### src/rtl/fpu_fp16_to_int.sv
// FP16 to signed INTW-bit integer converter: iterative 1-bit/cycle aligner, RNE rounding, {NV,OF,NX} flags.
// Optional macro FPU_CVT_TRUNC_EN adds truncIn to select round-toward-zero per operation.

package fpu_fp16_to_int_pkg;
  typedef struct packed {
    logic       sign;
    logic [4:0] exp;
    logic [9:0] frac;
  } fp16_t;

  typedef enum logic [1:0] {
    IDLE  = 2'd0,
    SHIFT = 2'd1,
    ROUND = 2'd2,
    DONE  = 2'd3
  } cvtState_t;
endpackage

module fpu_fp16_to_int
  import fpu_fp16_to_int_pkg::*;
#(
  parameter int unsigned INTW = 32
) (
  input  logic            clock,
  input  logic            reset,
  input  logic            inValid,
  output logic            inReady,
  input  fp16_t           fpIn,
`ifdef FPU_CVT_TRUNC_EN
  input  logic            truncIn,
`endif
  output logic            outValid,
  input  logic            outReady,
  output logic [INTW-1:0] intOut,
  output logic [2:0]      cvtFlags
);

  localparam int unsigned MagW    = 17;
  localparam int unsigned CntW    = 4;
  localparam int unsigned WideW   = 33;
  localparam logic [WideW-1:0] posMaxWide = WideW'((64'd1 << (INTW - 1)) - 64'd1);
  localparam logic [WideW-1:0] negMagWide = WideW'(64'd1 << (INTW - 1));
  localparam logic [INTW-1:0]  posMaxInt  = INTW'(posMaxWide);
  localparam logic [INTW-1:0]  negMinInt  = {1'b1, {(INTW - 1){1'b0}}};

  cvtState_t           state, nextState;
  logic [MagW-1:0]     mag, nextMag;
  logic [CntW-1:0]     cnt, nextCnt;
  logic                shiftLeft, nextShiftLeft;
  logic                guard, nextGuard;
  logic                sticky, nextSticky;
  logic                signReg, nextSign;
  logic [INTW-1:0]     nextIntOut;
  logic [2:0]          nextFlags;
  logic                nextInReady, nextOutValid;
  logic                truncReg;

  logic                accept;
  logic                isNan, isInf, isZero, isSpecial;
  logic [4:0]          expEff, rightRaw, shAmt;
  logic                leftDir;
  logic                roundUp, ovf;
  logic [MagW:0]       rounded;
  logic [INTW-1:0]     roundedInt;

  assign accept = inValid & inReady;

  // Operand classification and alignment setup
  always_comb begin
    isNan     = (fpIn.exp == 5'h1f) && (fpIn.frac != 10'd0);
    isInf     = (fpIn.exp == 5'h1f) && (fpIn.frac == 10'd0);
    isZero    = (fpIn.exp == 5'd0)  && (fpIn.frac == 10'd0);
    isSpecial = isNan | isInf | isZero;
    expEff    = (fpIn.exp == 5'd0) ? 5'd1 : fpIn.exp;
    leftDir   = (expEff >= 5'd25);
    rightRaw  = 5'd25 - expEff;
    if (leftDir) begin
      shAmt = expEff - 5'd25;
    end else if (rightRaw > 5'd12) begin
      shAmt = 5'd12;
    end else begin
      shAmt = rightRaw;
    end
  end

  // Rounding and range check on the aligned magnitude
  always_comb begin
    roundUp    = guard & (sticky | mag[0]) & ~truncReg;
    rounded    = (MagW + 1)'(mag) + (MagW + 1)'(roundUp);
    ovf        = signReg ? ((WideW'(rounded)) > negMagWide)
                         : ((WideW'(rounded)) > posMaxWide);
    roundedInt = INTW'(rounded);
  end

`ifdef FPU_CVT_TRUNC_EN
  always_ff @(posedge clock or posedge reset) begin
    if (reset) begin
      truncReg <= 1'b0;
    end else if (accept) begin
      truncReg <= truncIn;
    end
  end
`else
  assign truncReg = 1'b0;
`endif

  // State register
  always_ff @(posedge clock or posedge reset) begin
    if (reset) begin
      state <= IDLE;
    end else begin
      state <= nextState;
    end
  end

  // Next-state logic
  always_comb begin
    nextState = state;
    case (state)
      IDLE: begin
        if (accept) begin
          if (isSpecial) begin
            nextState = DONE;
          end else if (shAmt != 5'd0) begin
            nextState = SHIFT;
          end else begin
            nextState = ROUND;
          end
        end
      end
      SHIFT: begin
        if (cnt == CntW'(1)) begin
          nextState = ROUND;
        end
      end
      ROUND:   nextState = DONE;
      DONE: begin
        if (outReady) begin
          nextState = IDLE;
        end
      end
      default: nextState = IDLE;
    endcase
  end

  // Output and datapath next values
  always_comb begin
    nextMag       = mag;
    nextCnt       = cnt;
    nextShiftLeft = shiftLeft;
    nextGuard     = guard;
    nextSticky    = sticky;
    nextSign      = signReg;
    nextIntOut    = intOut;
    nextFlags     = cvtFlags;
    nextInReady   = (nextState == IDLE);
    nextOutValid  = (nextState == DONE);
    case (state)
      IDLE: begin
        if (accept) begin
          nextSign      = fpIn.sign;
          nextMag       = MagW'({(fpIn.exp != 5'd0), fpIn.frac});
          nextCnt       = CntW'(shAmt);
          nextShiftLeft = leftDir;
          nextGuard     = 1'b0;
          nextSticky    = 1'b0;
          if (isNan) begin
            nextIntOut = posMaxInt;
            nextFlags  = 3'b100;
          end else if (isInf) begin
            nextIntOut = fpIn.sign ? negMinInt : posMaxInt;
            nextFlags  = 3'b010;
          end else if (isZero) begin
            nextIntOut = '0;
            nextFlags  = 3'b000;
          end
        end
      end
      SHIFT: begin
        nextCnt = cnt - CntW'(1);
        if (shiftLeft) begin
          nextMag = {mag[MagW-2:0], 1'b0};
        end else begin
          nextMag    = {1'b0, mag[MagW-1:1]};
          nextGuard  = mag[0];
          nextSticky = sticky | guard;
        end
      end
      ROUND: begin
        if (ovf) begin
          nextIntOut = signReg ? negMinInt : posMaxInt;
        end else if (signReg) begin
          nextIntOut = -roundedInt;
        end else begin
          nextIntOut = roundedInt;
        end
        nextFlags = {1'b0, ovf, (guard | sticky) & ~ovf};
      end
      default: ;
    endcase
  end

  // Datapath and output registers
  always_ff @(posedge clock or posedge reset) begin
    if (reset) begin
      mag       <= '0;
      cnt       <= '0;
      shiftLeft <= 1'b0;
      guard     <= 1'b0;
      sticky    <= 1'b0;
      signReg   <= 1'b0;
      intOut    <= '0;
      cvtFlags  <= '0;
      inReady   <= 1'b1;
      outValid  <= 1'b0;
    end else begin
      mag       <= nextMag;
      cnt       <= nextCnt;
      shiftLeft <= nextShiftLeft;
      guard     <= nextGuard;
      sticky    <= nextSticky;
      signReg   <= nextSign;
      intOut    <= nextIntOut;
      cvtFlags  <= nextFlags;
      inReady   <= nextInReady;
      outValid  <= nextOutValid;
    end
  end

endmodule

### config.mk
export PLATFORM = sky130hd
export DESIGN_NAME = fpu_fp16_to_int
export DESIGN_NICKNAME = d
export VERILOG_FILES = /design/src/rtl/fpu_fp16_to_int.sv
export SDC_FILE = /design/constraint.sdc
export NUM_CORES = 1
export LEC_CHECK = 0
export ABC_AREA = 1
export CORE_MARGIN = 4
export CORE_UTILIZATION = 50
export CTS_BUF_LIST = sky130_fd_sc_hd__clkbuf_16
export DETAILED_ROUTE_END_ITERATION = 8
export GPL_TIMING_DRIVEN = 1
export HOLD_SLACK_MARGIN = 0.12
export PLACE_DENSITY = 0.77
export RECOVER_POWER = 50
export SYNTH_ARGS = -nofsm -noshare
export SYNTH_HDL_FRONTEND = slang
export SYNTH_SLANG_ARGS = --single-unit
### constraint.sdc
create_clock -name clock -period 2.2 [get_ports clock]
set_input_delay 0.33 -clock clock [delete_from_list [all_inputs] [get_ports clock]]
set_output_delay 0.33 -clock clock [all_outputs]
set_load 0.05 [all_outputs]
* Yosys cells after proc, flatten, opt, wreduce, memory -nomap -nowiden
Cells that the tools add are included.
** Word-level totals
- Output and inout bits :: 37
- Word-level logic and storage cells :: 80
- Bits in registers :: 64
** Operators by class
- Reductions and logical operators :: 16
- Add/sub/neg operators :: 5
- Mux-type cells :: 31
- Bitwise gates (word level) :: 6
- Equal/unequal tests :: 9
- $lt $le $gt $ge :: 2
** Operator list (number)
- 32-bit two-way mux :: 6
- 32-bit case mux with 2 select lines :: 1
- 17-bit two-way mux :: 2
- 17-bit case mux with 2 select lines :: 1
- 18-bit negator with 32-bit output :: 1
- 17-bit by 1-bit adder with 18-bit output :: 1
- 5-bit two-way mux :: 3
- 3-bit two-way mux :: 4
- 10-bit logical NOT :: 1
- 2-bit two-way mux :: 5
- 10-bit nonzero test :: 1
- 5-bit nonzero test :: 2
- 2-bit case mux with 4 select lines :: 1
- 4-bit case mux with 2 select lines :: 1
- 2-bit equality test (second input constant) :: 3
- 3-bit case mux with 2 select lines :: 1
- 3-bit AND reduction :: 2
- 5-bit equality test (second input constant) :: 1
- 5-bit greater-or-equal comparator (second input constant) :: 1
- 5-bit by 4-bit > comparator with 1-bit output (second input constant) :: 1
- 5-bit logical NOT :: 1
- 5-bit subtractor (first input constant) :: 1
- 5-bit subtractor (second input constant) :: 1
- 4-bit by 1-bit equality test with 1-bit output (second input constant) :: 1
- 13 further kinds :: 26

* Depth between registers and ports, before layout
Gate-level depths: netlist (run 1).
- Word-level depth :: 12
- Depth in mapped cells :: 16

* Worst setup path after synthesis (run 1)
OpenSTA, ideal clock, no wires.
- Path kind :: reg-to-reg
- Start :: reg guard
- End :: reg intOut[19]
- Library setup time :: 0.133 ns
- Required time :: 2.067 ns
- Arrival :: 1.983 ns
- Clock period less this slack :: 2.117 ns
- Cell stages (with the launch flop) :: 13
- Path slack :: 0.083 ns
- Path buffers :: 0
- Path through :: dfrtp_1 nand2_2 inv_1 ha_1 nand2_2 nor2_1 nand2_1 xor2_1 nand2_1 nor2_1 nand3_2 o21ai_4 nand3_1
** On the way
- Longest elaborated chain between the ends :: 5
** RTL lines
- start, declared :: line 50 : logic guard, nextGuard;
- start signal, assigned :: line 220 : guard <= nextGuard;
- 1-bit bitwise AND :: line 88 : roundUp = guard & (sticky | mag[0]) & ~truncReg;
- 17-bit by 1-bit adder with 18-bit output :: line 89 : rounded = (MagW + 1)'(mag) + (MagW + 1)'(roundUp);
- 18-bit negator with 32-bit output :: line 193 : nextIntOut = -roundedInt;
- 32-bit two-way mux :: line 192 : end else if (signReg) begin
- 32-bit case mux with 2 select lines :: line 158 : case (state)
- end signal, assigned :: line 223 : intOut <= nextIntOut;
- end, declared :: line 34 : output logic [INTW-1:0] intOut,
Every way passes these cells.
A chain may end at the register's enable or synchronous reset.

* Worst setup path in the final report (run 1)
- Start :: reg mag[0]
- End :: reg intOut[30]
** On the way
- Longest elaborated chain between the ends :: 6
** RTL lines
- start, declared :: line 47 : logic [MagW-1:0] mag, nextMag;
- start signal, assigned :: line 217 : mag <= nextMag;
- 1-bit bitwise OR :: line 88
- 1-bit bitwise AND :: line 88
- 17-bit by 1-bit adder with 18-bit output * :: line 89
- 18-bit negator with 32-bit output * :: line 193
- 32-bit two-way mux * :: line 192
- 32-bit case mux with 2 select lines * :: line 158
Mark *: on every way between the ends. The rest lies on a longest branch, timed or not.

==> run summary, run 1 <==
outcome: completed
Setup Skew: 0.00646 ns
Synth warnings: 0
final hold viol count: 0
largest net degree at the start of global routing: 36
P_leak: 2.91 nW
post-synthesis mux area share: 0.00244
ys async rst share: 1.00
Arrival @ worst endpoint: 2.37 ns
CTS tree: done
drt drc: 0
# rows: 32
DP Area: 5150 um2
HPWL after detailed placement: 7.80 mm
share of layout cells above drive strength 1: 0.187
ANT cells: 0
post-synth top area share: 0.385
final setup TNS: 0 ns
Final Setup Violations: 0
worst-path fanout max: 7
fin crit share: 0.985
TritonCTS Buffers: 9
fmax: 462 MHz
Synth area leader: dfrtp_1
hold buffer count at cts: 0
main combinational cell family by area after synthesis: simple AND/OR/NAND/NOR gates
Initial Util: 0.522
Cell Area, Synth: 4100 um2
Final nets: 736
fin crit period: 2.17 ns
clock sink count: 64
Hold Path Class: reg -> reg
Post-Syn Nets: 625
I/O pins: 57
Simple-Gate Fraction of Synth Area: 0.357
post-synthesis adder-cell area fraction: 0.0275
EDFF count, synth: 0
CP required: 2.40 ns
Post-synth top cells: 177 x nand2_1, 71 x inv_1, 67 x nand3_1
Synth Instances: 596
RSZ-0062 raised after global routing: yes
chip height: 98.5 um
crit-path cells: nand2_2 -> inv_2 -> ha_4 -> nand2_4 -> nor2_4 -> nand2_1 -> nand2_2 -> nand3_1 -> nor2_2 -> nand2_2 -> nor2_4 -> nand3_4 -> o21ai_4 -> nand3_1
Detail Route Antenna Nets: 0
total power: 0.00815 W
First DRT Iteration DRCs: 239
count leader, synth: nand2_1
Slew headroom: 0.446
Overflow after GRT: 0
H-tree Lvls: 3
Core ar.: 7850 um2
crit end category: flop
max-slew violations: 0
CP max stage cell: dfrtp_1
Worst-Margin Slew: 0.831 ns
initial antenna violation count: 0
post-route cell area: 5700 um2
FF+latch area: 1610 um2
first drt pass iteration count: 6
total track usage: 0.217
Clock Root Buffer: clkbuf_16
worst skew pair latency: 0.33 ns
Multi-input gate area: 2320 um2
Seq/Total Area, Yosys: 0.391
max_cap viols: 0
die width: 98.5 um
Util after Layout: 0.727
Max VDD drop: 0.717 mV
XOR/XNOR Fraction of Synth Area: 0.00855
synthesized flop and latch total: 64
Post-Route WL: 11.0 mm
drt wl/cell: 13.5 um
Total Die Area: 9710 um2
top post-synthesis cells by area: dfrtp_1 38%, nand2_1 16%, nand3_1 8.2%
clk slew on worst S/H paths: 0.06 ns
Main synth FF type: dfrtp_1
Slowest Stage Delay on Critical Path: 0.37 ns
critical setup path kind: reg -> reg
area grow syn2layout: 39.1%
startpoint types: flop
FILL cells: 623
worst path bufs/invs: 1
library cells used by synthesis: 37
complex-gate fraction of the synthesized area: 0.129
Via density: 5.34
vias post-DR: 4348
syn avg cell area: 6.88 um2
critical path's top delay family: simple AND/OR/NAND/NOR gates
Pwr Density: 1430 nW/um2
vias in the first global route: 3877
Routability Congestion: 0.909
IO buf count: 56
Max Buffers Root-to-Sink: 2
global-route wire length before repair: 17.5 mm
CP most frequent cell: nand2_2
## report_power, final
| part | internal [W] | switching [W] | total (W) |
|---|---|---|---|
| Sequential | 0.00169 | 0.000370 | 0.00206 |
| Combinational | 0.00161 | 0.00299 | 0.00460 |
| Clock | 0.000980 | 0.000517 | 0.00150 |
## cells in the final DEF (no fill, tap or decap), drive strengths merged
cell | Yosys | routed
o21bai | 2 | 2
o221ai | 2 | 2
nor2 | 58 | 58
nand4 | 9 | 9
nor4 | 1 | 1
mux2i | 1 | 1
o211ai | 4 | 4
clkinvlp | 0 | 1
ha | 9 | 9
nand2 | 184 | 184
nand3b | 4 | 4
a21oi | 24 | 24
xor2 | 4 | 4
dlygate4sd3 | 0 | 1
o32ai | 1 | 1
clkinv | 2 | 7
bufinv | 0 | 2
dfrtp | 63 | 63
a21boi | 1 | 1
o311ai | 2 | 2
o21ai | 50 | 50
nand3 | 69 | 69
dlymetal6s2s | 0 | 2
nor3 | 5 | 5
or2 | 3 | 3
inv | 73 | 72
dfstp | 1 | 1
clkdlybuf4s50 | 0 | 53
buf | 3 | 57
o22ai | 6 | 6
clkbuf | 14 | 13
and3 | 1 | 1
## final cells by class
class | count | share of cell area
Multi-Input combinational cell | 440 | 0.407
Sequential cell | 64 | 0.282
Timing Repair Buffer | 117 | 0.184
Inverter | 75 | 0.0498
Clock buffer | 9 | 0.0395
Tap cell | 102 | 0.0224
Clock inverter | 7 | 0.0151
## sequential cells by signal, indices dropped and copies added (netlist names), 2 cells and up
| name | flops |
|---|---|
| cnt | 4 |
| cvtFlags | 3 |
| intOut | 32 |
| mag | 17 |
| state | 2 |
## tightest hold or removal path, delay by kind of cell (launching register included)
| kind | cells | cell delay (ns) |
|---|---|---|
| DFF | 1 | 0.34 |
| and+or+nand+nor | 2 | 0.10 |
## stage by stage
step                      cells  hold WS (ns)  worst slack (ns)
after floorplan             596         0.459            0.0834
after global routing        814         0.495           -0.0968
after detailed placement    789         0.469            -0.261
after CTS                   808         0.415           0.00704
after global placement      789         0.454            -0.198
final                       814         0.476            0.0338
## routing by layer
layer / global-route usage / wire [um]
met1: 0.279 / 4880
met2: 0.362 / 5140
met3: 0.0425 / 646
met4: 0.0798 / 320
met5: 0 / 0
## path summary, 6_finish.rpt
path / to / cells after the start / slack [ns] / startpoint
worst max-delay path: intOut[30]$_DFFE_PP0P_ / 14 / 0.03 / mag[0]$_DFFE_PP0P_
worst min-delay path: intOut[6]$_DFFE_PP0P_ / 2 / 0.48 / intOut[6]$_DFFE_PP0P_
worst max register to register: intOut[30]$_DFFE_PP0P_ / 14 / 0.03 / mag[0]$_DFFE_PP0P_
worst min register to register: intOut[6]$_DFFE_PP0P_ / 2 / 0.48 / intOut[6]$_DFFE_PP0P_
max in group asynchronous: cvtFlags[2]$_DFFE_PP0P_ / 3 / 0.97 / reset
min in group asynchronous: intOut[3]$_DFFE_PP0P_ / 3 / 0.66 / reset
## cells by family after synthesis
family,after synthesis
compound gates,92
mux,1
simple gates,334
flops,64
xor+xnor,4
fa+ha+maj,9
buf+inv,92
## repair_timing
| item | 4_1_cts | 5_1_grt |
|---|---|---|
| gates resized for setup | 12 | 38 |
| pin swaps | 4 | 16 |
| endpoints found under the setup margin | 16 | 27 |
| setup buffers | 3 | 6 |
| gates cloned | 0 | 0 |
No activity file was read; power rests on OpenSTA's default activity.
==> run 2: changes to the inputs <==
Settings changed: CORE_MARGIN 4 to 2.
==> run 2 against run 1 <==
Compared with the run above:
- worst hold slack worse by 0.0039 ns
- combinational power up 2%
- largest power group unchanged
- via count down 0.69%
- global-route usage up 3.0 points
- fmax up 0.31%
- critical path type unchanged
- highest routed layer unchanged
==> run summary, run 2 (synthesis gave the netlist of run 1 again) <==
# rows: 33 (+3.1%)
reg-to-reg endpoint: intOut[23]$_DFFE_PP0P_
Max VDD drop: 0.747 mV (+4.3%)
hold endpoint: cvtFlags[0]$_DFFE_PP0P_
CTS tree: done
Crit. Startpoint: mag[0]$_DFFE_PP0P_
First DRT Iteration DRCs: 173 (-28%)
startpoint types: flop
critical setup path kind: reg -> reg
max reg flops: 32 (unchanged)
total track usage: 0.247 (+0.0304)
Max Buffers Root-to-Sink: 2 (unchanged)
Overflow after GRT: 0 (unchanged)
clock network fraction of design power: 0.176 (-0.008)
clock sink count: 64 (unchanged)
Via density: 5.27 (-1.4%)
CP max stage cell: dfrtp_1
Total Die Area: 8940 um2 (-8.0%)
worst path bufs/invs: 3 (+2)
Pint: 0.00433 W (+1.3%)
max-slew violations: 0 (unchanged)
Initial Util: 0.506 (-0.0158)
largest net degree at the start of global routing: 65 (+81%)
Setup Skew: 0.00763 ns (+0.00116 ns)
commonest cells after routing, fill and taps aside: 164 x nand2_1, 67 x inv_1, 61 x buf_4, 60 x dfrtp_1, 56 x nand3_1
Core ar.: 8090 um2 (+3.1%)
area grow syn2layout: 41.2%
Slew headroom: 0.0772 (-0.369)
part of the power in registers: 0.252 (about the same)
R2R setup slack: 0.04 ns (about the same)
Reg2Reg Depth: 14 (unchanged)
die width: 94.5 um (-4.1%)
final hold viol count: 0 (unchanged)
fmax: 463 MHz (+0.31%)
crit-path cells: nand2_2 -> inv_2 -> ha_4 -> buf_4 -> nor2_2 -> nor2_2 -> inv_2 -> nand3_4 -> nor2_4 -> nand2_4 -> nor2_4 -> nand3_4 -> o21ai_4 -> nand3_1
worst skew pair latency: 0.33 ns (about the same)
hold-critical path depth: 2 (unchanged)
Largest regs: intOut x32, mag x17, cnt x4
commonest non-fill, non-tap cell in the layout: nand2_1
Final nets: 740 (+0.54%)
reg-to-reg startpoint: mag[0]$_DFFE_PP0P_
global-route wire length before repair: 17.5 mm (+0.11%)
clk slew on worst S/H paths: 0.05 ns (about the same)
HPWL after detailed placement: 7.94 mm (+1.8%)
drt drc: 0 (unchanged)
IO buf count: 56 (unchanged)
outcome: completed
largest reg by FF count: intOut
fin crit share: 0.982 (-0.00304)
vias in the first global route: 3847 (-0.77%)
Post-Route WL: 10.9 mm (-0.38%)
Hold Path Class: reg -> reg
worst-path fanout max: 7 (unchanged)
hold slack: 0.472 ns (-0.00390 ns)
Final Setup Violations: 0 (unchanged)
P_leak: 2.95 nW (+1.4%)
Slowest Stage Delay on Critical Path: 0.39 ns (+0.02 ns)
first drt pass iteration count: 4 (-2)
Arrival @ worst endpoint: 2.35 ns (-0.02 ns)
worst hold path startpoint: cvtFlags[0]$_DFFE_PP0P_
H-tree Lvls: 3 (unchanged)
Pwr Density: 1420 nW/um2 (-0.59%)
share of layout cells above drive strength 1: 0.207 (+0.0202)
critical path's top delay family: simple AND/OR/NAND/NOR gates
Switching Share: 0.473 (-0.00199)
P_sw: 0.00389 W (+0.47%)
crit end category: flop
vias post-DR: 4318 (-0.69%)
fin crit period: 2.16 ns (-0.00669 ns)
I/O pins: 57 (unchanged)
drt wl/cell: 13.4 um (-1.1%)
logic gate share of total power: 0.571 (+0.007)
Worst-Margin Slew: 1.38 ns (+0.553 ns)
max_cap viols: 0 (unchanged)
CP required: 2.39 ns (about the same)
initial antenna violation count: 0 (unchanged)
Clock Root Buffer: clkbuf_16
ANT cells: 0 (unchanged)
Routability Congestion: 0.839 (-7.7%)
Util after Layout: 0.715 (-0.0115)
Detail Route Antenna Nets: 0 (unchanged)
RSZ-0062 raised after global routing: yes
chip height: 94.5 um (-4.1%)
TritonCTS Buffers: 9 (unchanged)
[run 2: power by group through the flow]
| stage | clock [W] | sequential [W] | combinational, W |
|---|---|---|---|
| 4_1_cts | 0.00146 | 0.00206 | 0.00440 |
| 2_1_floorplan | 0 | 0.00304 | 0.00188 |
| 3_5_place_dp | 0 | 0.00206 | 0.00427 |
| 3_3_place_gp | 0 | 0.00204 | 0.00417 |
| 5_1_grt | 0.00151 | 0.00213 | 0.00512 |
| 6_report | 0.00145 | 0.00208 | 0.00470 |
[run 2: what timing repair did]
item	in CTS	in global routing
endpoints found under the setup margin	20	40
resized for setup	15	55
hold buffers	0	0
pin swaps	8	20
buffers inserted	2	6
[run 2: layer usage]
metal,global-route usage,routed length (um),vias up
met1,0.314,4890,2033
met2,0.427,5450,106
met5,0,0,-
met4,0.0592,146,0
li1,-,-,2165
met3,0.0575,458,14
[run 2: worst max-delay path by stage]
stage / end / slack [ns] / cells after the start
after floorplan: intOut[19]$_DFFE_PP0P_ / 0.08 / 12
after global routing: intOut[23]$_DFFE_PP0P_ / -0.03 / 14
after detailed placement: outValid$_DFF_PP0_ / -0.39 / 14
after CTS: intOut[23]$_DFFE_PP0P_ / -0.004 / 14
final: intOut[23]$_DFFE_PP0P_ / 0.04 / 14
after global placement: outValid$_DFF_PP0_ / -0.23 / 14
[run 2: area by class of cell]
| class | instances | area (um2) |
|---|---|---|
| Inverter | 75 | 289 |
| Timing Repair Buffer | 121 | 1070 |
| Sequential cell | 64 | 1610 |
| Multi-Input combinational cell | 440 | 2390 |
| Fill cell | 666 | 2300 |
| Tap cell | 105 | 131 |
| Clock buffer | 9 | 225 |
| Clock inverter | 6 | 76.3 |
[run 2: per-stage QoR]
stage / area, um2 / worst slack [ns] / total power [W] / TNS [ns] / std cells
6_report: 5790 / 0.0404 / 0.00823 / 0 / 820
5_1_grt: 5790 / -0.0261 / 0.00876 / -0.212 / 820
4_1_cts: 5560 / -0.00427 / 0.00792 / -0.00427 / 814
3_5_place_dp: 5170 / -0.387 / 0.00633 / -7.74 / 797
3_3_place_gp: 5170 / -0.231 / 0.00621 / -4.30 / 797
2_1_floorplan: 4100 / 0.0834 / 0.00492 / 0 / 596
[run 2: worst reg2reg max path, stage by stage, from the launching register on]
cell and delay [ns]:
dfrtp_1 0.39, nand2_2 0.10, inv_2 0.05, ha_4 0.16
buf_4 0.14, nor2_2 0.08, nor2_2 0.08, inv_2 0.08
nand3_4 0.09, nor2_4 0.15, nand2_4 0.08, nor2_4 0.16
nand3_4 0.11, o21ai_4 0.24, nand3_1 0.12
==> run 3: changes to the inputs <==
Settings changed: CAP_MARGIN set to 20, PLACE_DENSITY 0.77 to 0.8.
==> run 3 against run 2 <==
Compared with the run above:
- critical path depth decreased by 2
- die area unchanged
- sequential share of layout area increased by 0.75 points
- via count increased by 0.32%
- worst hold slack improved by 0.00078 ns
- cell count increased by 0.24%
- total power decreased by 4.7%
- combinational power decreased by 3%
- largest cell class unchanged
- largest power group unchanged
==> run summary, run 3 (synthesis gave the netlist of run 1 again) <==
Clock Root Buffer: clkbuf_16
max_cap viols: 0 (unchanged)
clk slew on worst S/H paths: 0.05 ns (about the same)
CP max stage cell: clkdlybuf4s50_1
outcome: completed
post-route cell area: 5630 um2 (-2.8%)
CP required: 2.40 ns (about the same)
CTS tree: done
Worst-Margin Slew: 0.807 ns (-0.577 ns)
commonest non-fill, non-tap cell in the layout: nand2_1
largest reg by FF count: intOut
Initial Util: 0.506 (unchanged)
fin crit period: 2.08 ns (-0.0833 ns)
initial antenna violation count: 0 (unchanged)
FILL cells: 647 (-2.9%)
Slew headroom: 0.462 (+0.385)
share of layout cells above drive strength 1: 0.183 (-0.0243)
Via density: 5.27 (about the same)
Post-Layout Cell Count: 822 (+0.24%)
worst skew pair latency: 0.34 ns (about the same)
fmax: 482 MHz (+4.0%)
fin crit share: 0.944 (-0.0379)
die width: 94.5 um (unchanged)
total track usage: 0.246 (-0.000555)
Largest regs: intOut x32, mag x17, cnt x4
startpoint types: input pin
Overflow after GRT: 0 (unchanged)
drt drc: 0 (unchanged)
crit end category: flop
Core ar.: 8090 um2 (unchanged)
Post-Route WL: 10.7 mm (-2.4%)
P_leak: 2.86 nW (-3.2%)
Slowest Stage Delay on Critical Path: 0.52 ns (+0.13 ns)
Total Die Area: 8940 um2 (unchanged)
# rows: 33 (unchanged)
chip height: 94.5 um (unchanged)
drt wl/cell: 13.0 um (-2.6%)
Arrival @ worst endpoint: 2.27 ns (-0.08 ns)
TritonCTS Buffers: 9 (unchanged)
ANT cells: 0 (unchanged)
critical setup path kind: in -> reg
final hold viol count: 0 (unchanged)
vias in the first global route: 3906 (+1.5%)
CP most frequent cell: nand2_1
hold buffer count at cts: 0 (unchanged)
largest net degree at the start of global routing: 36 (-45%)
first drt pass iteration count: 5 (+1)
Inst Count DP: 799 (+0.25%)
critical path's top delay family: buffers and inverters
Routability Congestion: 0.872 (+3.9%)
Hold Path Class: reg -> reg
Setup Skew: 0.00559 ns (-0.00204 ns)
Final Setup Violations: 0 (unchanged)
R2R setup slack: 0.14 ns (+0.10 ns)
Max VDD drop: 0.532 mV (-29%)
vias post-DR: 4332 (+0.32%)
max reg flops: 32 (unchanged)
DP Area: 5180 um2 (about the same)
worst-path fanout max: 9 (+2)
clock sink count: 64 (unchanged)
I/O pins: 57 (unchanged)
Pwr Density: 1390 nW/um2 (-2.0%)
HPWL after detailed placement: 7.88 mm (-0.74%)
H-tree Lvls: 3 (unchanged)
hold slack: 0.473 ns (+0.000784 ns)
global-route wire length before repair: 17.5 mm (-0.27%)
commonest cells after routing, fill and taps aside: 171 x nand2_1, 67 x inv_1, 63 x buf_4, 62 x nand3_1, 62 x dfrtp_1
max-slew violations: 0 (unchanged)
First DRT Iteration DRCs: 262 (+51%)
Detail Route Antenna Nets: 0 (unchanged)
area grow syn2layout: 37.3%
IO buf count: 56 (unchanged)
Util after Layout: 0.695 (-0.0198)
final setup TNS: 0 ns (unchanged)
worst path bufs/invs: 5 (+2)
Max Buffers Root-to-Sink: 2 (unchanged)
Final nets: 742 (+0.27%)
crit-path cells: clkdlybuf4s50_1 -> nor2_1 -> nand3_1 -> buf_4 -> inv_1 -> a21boi_1 -> inv_1 -> nand2_1 -> nand2_1 -> buf_4 -> nand2_1 -> o211ai_1
run 3: final timing paths:
kind / startpoint / end / cells after the start
setup / recovery: fpIn[11] / intOut[7]$_DFFE_PP0P_ / 12
hold / removal: cvtFlags[0]$_DFFE_PP0P_ / cvtFlags[0]$_DFFE_PP0P_ / 2
setup reg to reg: mag[0]$_DFFE_PP0P_ / intOut[13]$_DFFE_PP0P_ / 17
hold reg to reg: cvtFlags[0]$_DFFE_PP0P_ / cvtFlags[0]$_DFFE_PP0P_ / 2
max in group asynchronous: reset / mag[9]$_DFFE_PP0P_ / 3
min in group asynchronous: reset / intOut[3]$_DFFE_PP0P_ / 3
run 3: final cells by class:
class / instances / area [um2] / share of cell area
multi-input combinational: 440 / 2290 / 0.406
inverter: 75 / 284 / 0.0505
clock buffer: 9 / 225 / 0.0400
clock inverter: 6 / 28.8 / 0.00511
sequential: 64 / 1600 / 0.285
tap: 105 / 131 / 0.0233
timing repair buffer: 123 / 1070 / 0.190
run 3: worst min-delay path: cells and delay by family (launching register included):
family,cells,cell delay [ns]
AND/OR/NAND/NOR,2,0.09
flip-flops,1,0.34
run 3: what timing repair did:
item,4_1_cts,5_1_grt
pin swaps,10,13
setup endpoints to repair,16,30
buffers inserted,5,3
gates resized for setup,11,29
run 3: report_power, final:
group          leakage, nW  switching [W]  internal (W)  total [W]
Combinational         1.92        0.00298       0.00160    0.00457
Clock                0.127       0.000505      0.000738    0.00124
Sequential           0.810       0.000336       0.00169    0.00202
run 3: per-stage QoR:
| step | worst slack (ns) | power, W |
|---|---|---|
| floorplan | 0.0834 | 0.00492 |
| global placement | -0.172 | 0.00619 |
| detailed placement | -0.301 | 0.00632 |
| CTS | 0.00897 | 0.00768 |
| global route | -0.0517 | 0.00836 |
| finish | 0.124 | 0.00784 |
run 3: layer usage:
layer / GRT usage / wire length (um) / vias to the layer above
met5: 0 / 0 / -
li1: - / - / 2178
met4: 0.0713 / 136 / 0
met2: 0.425 / 5370 / 129
met1: 0.318 / 4680 / 2012
met3: 0.0439 / 502 / 13
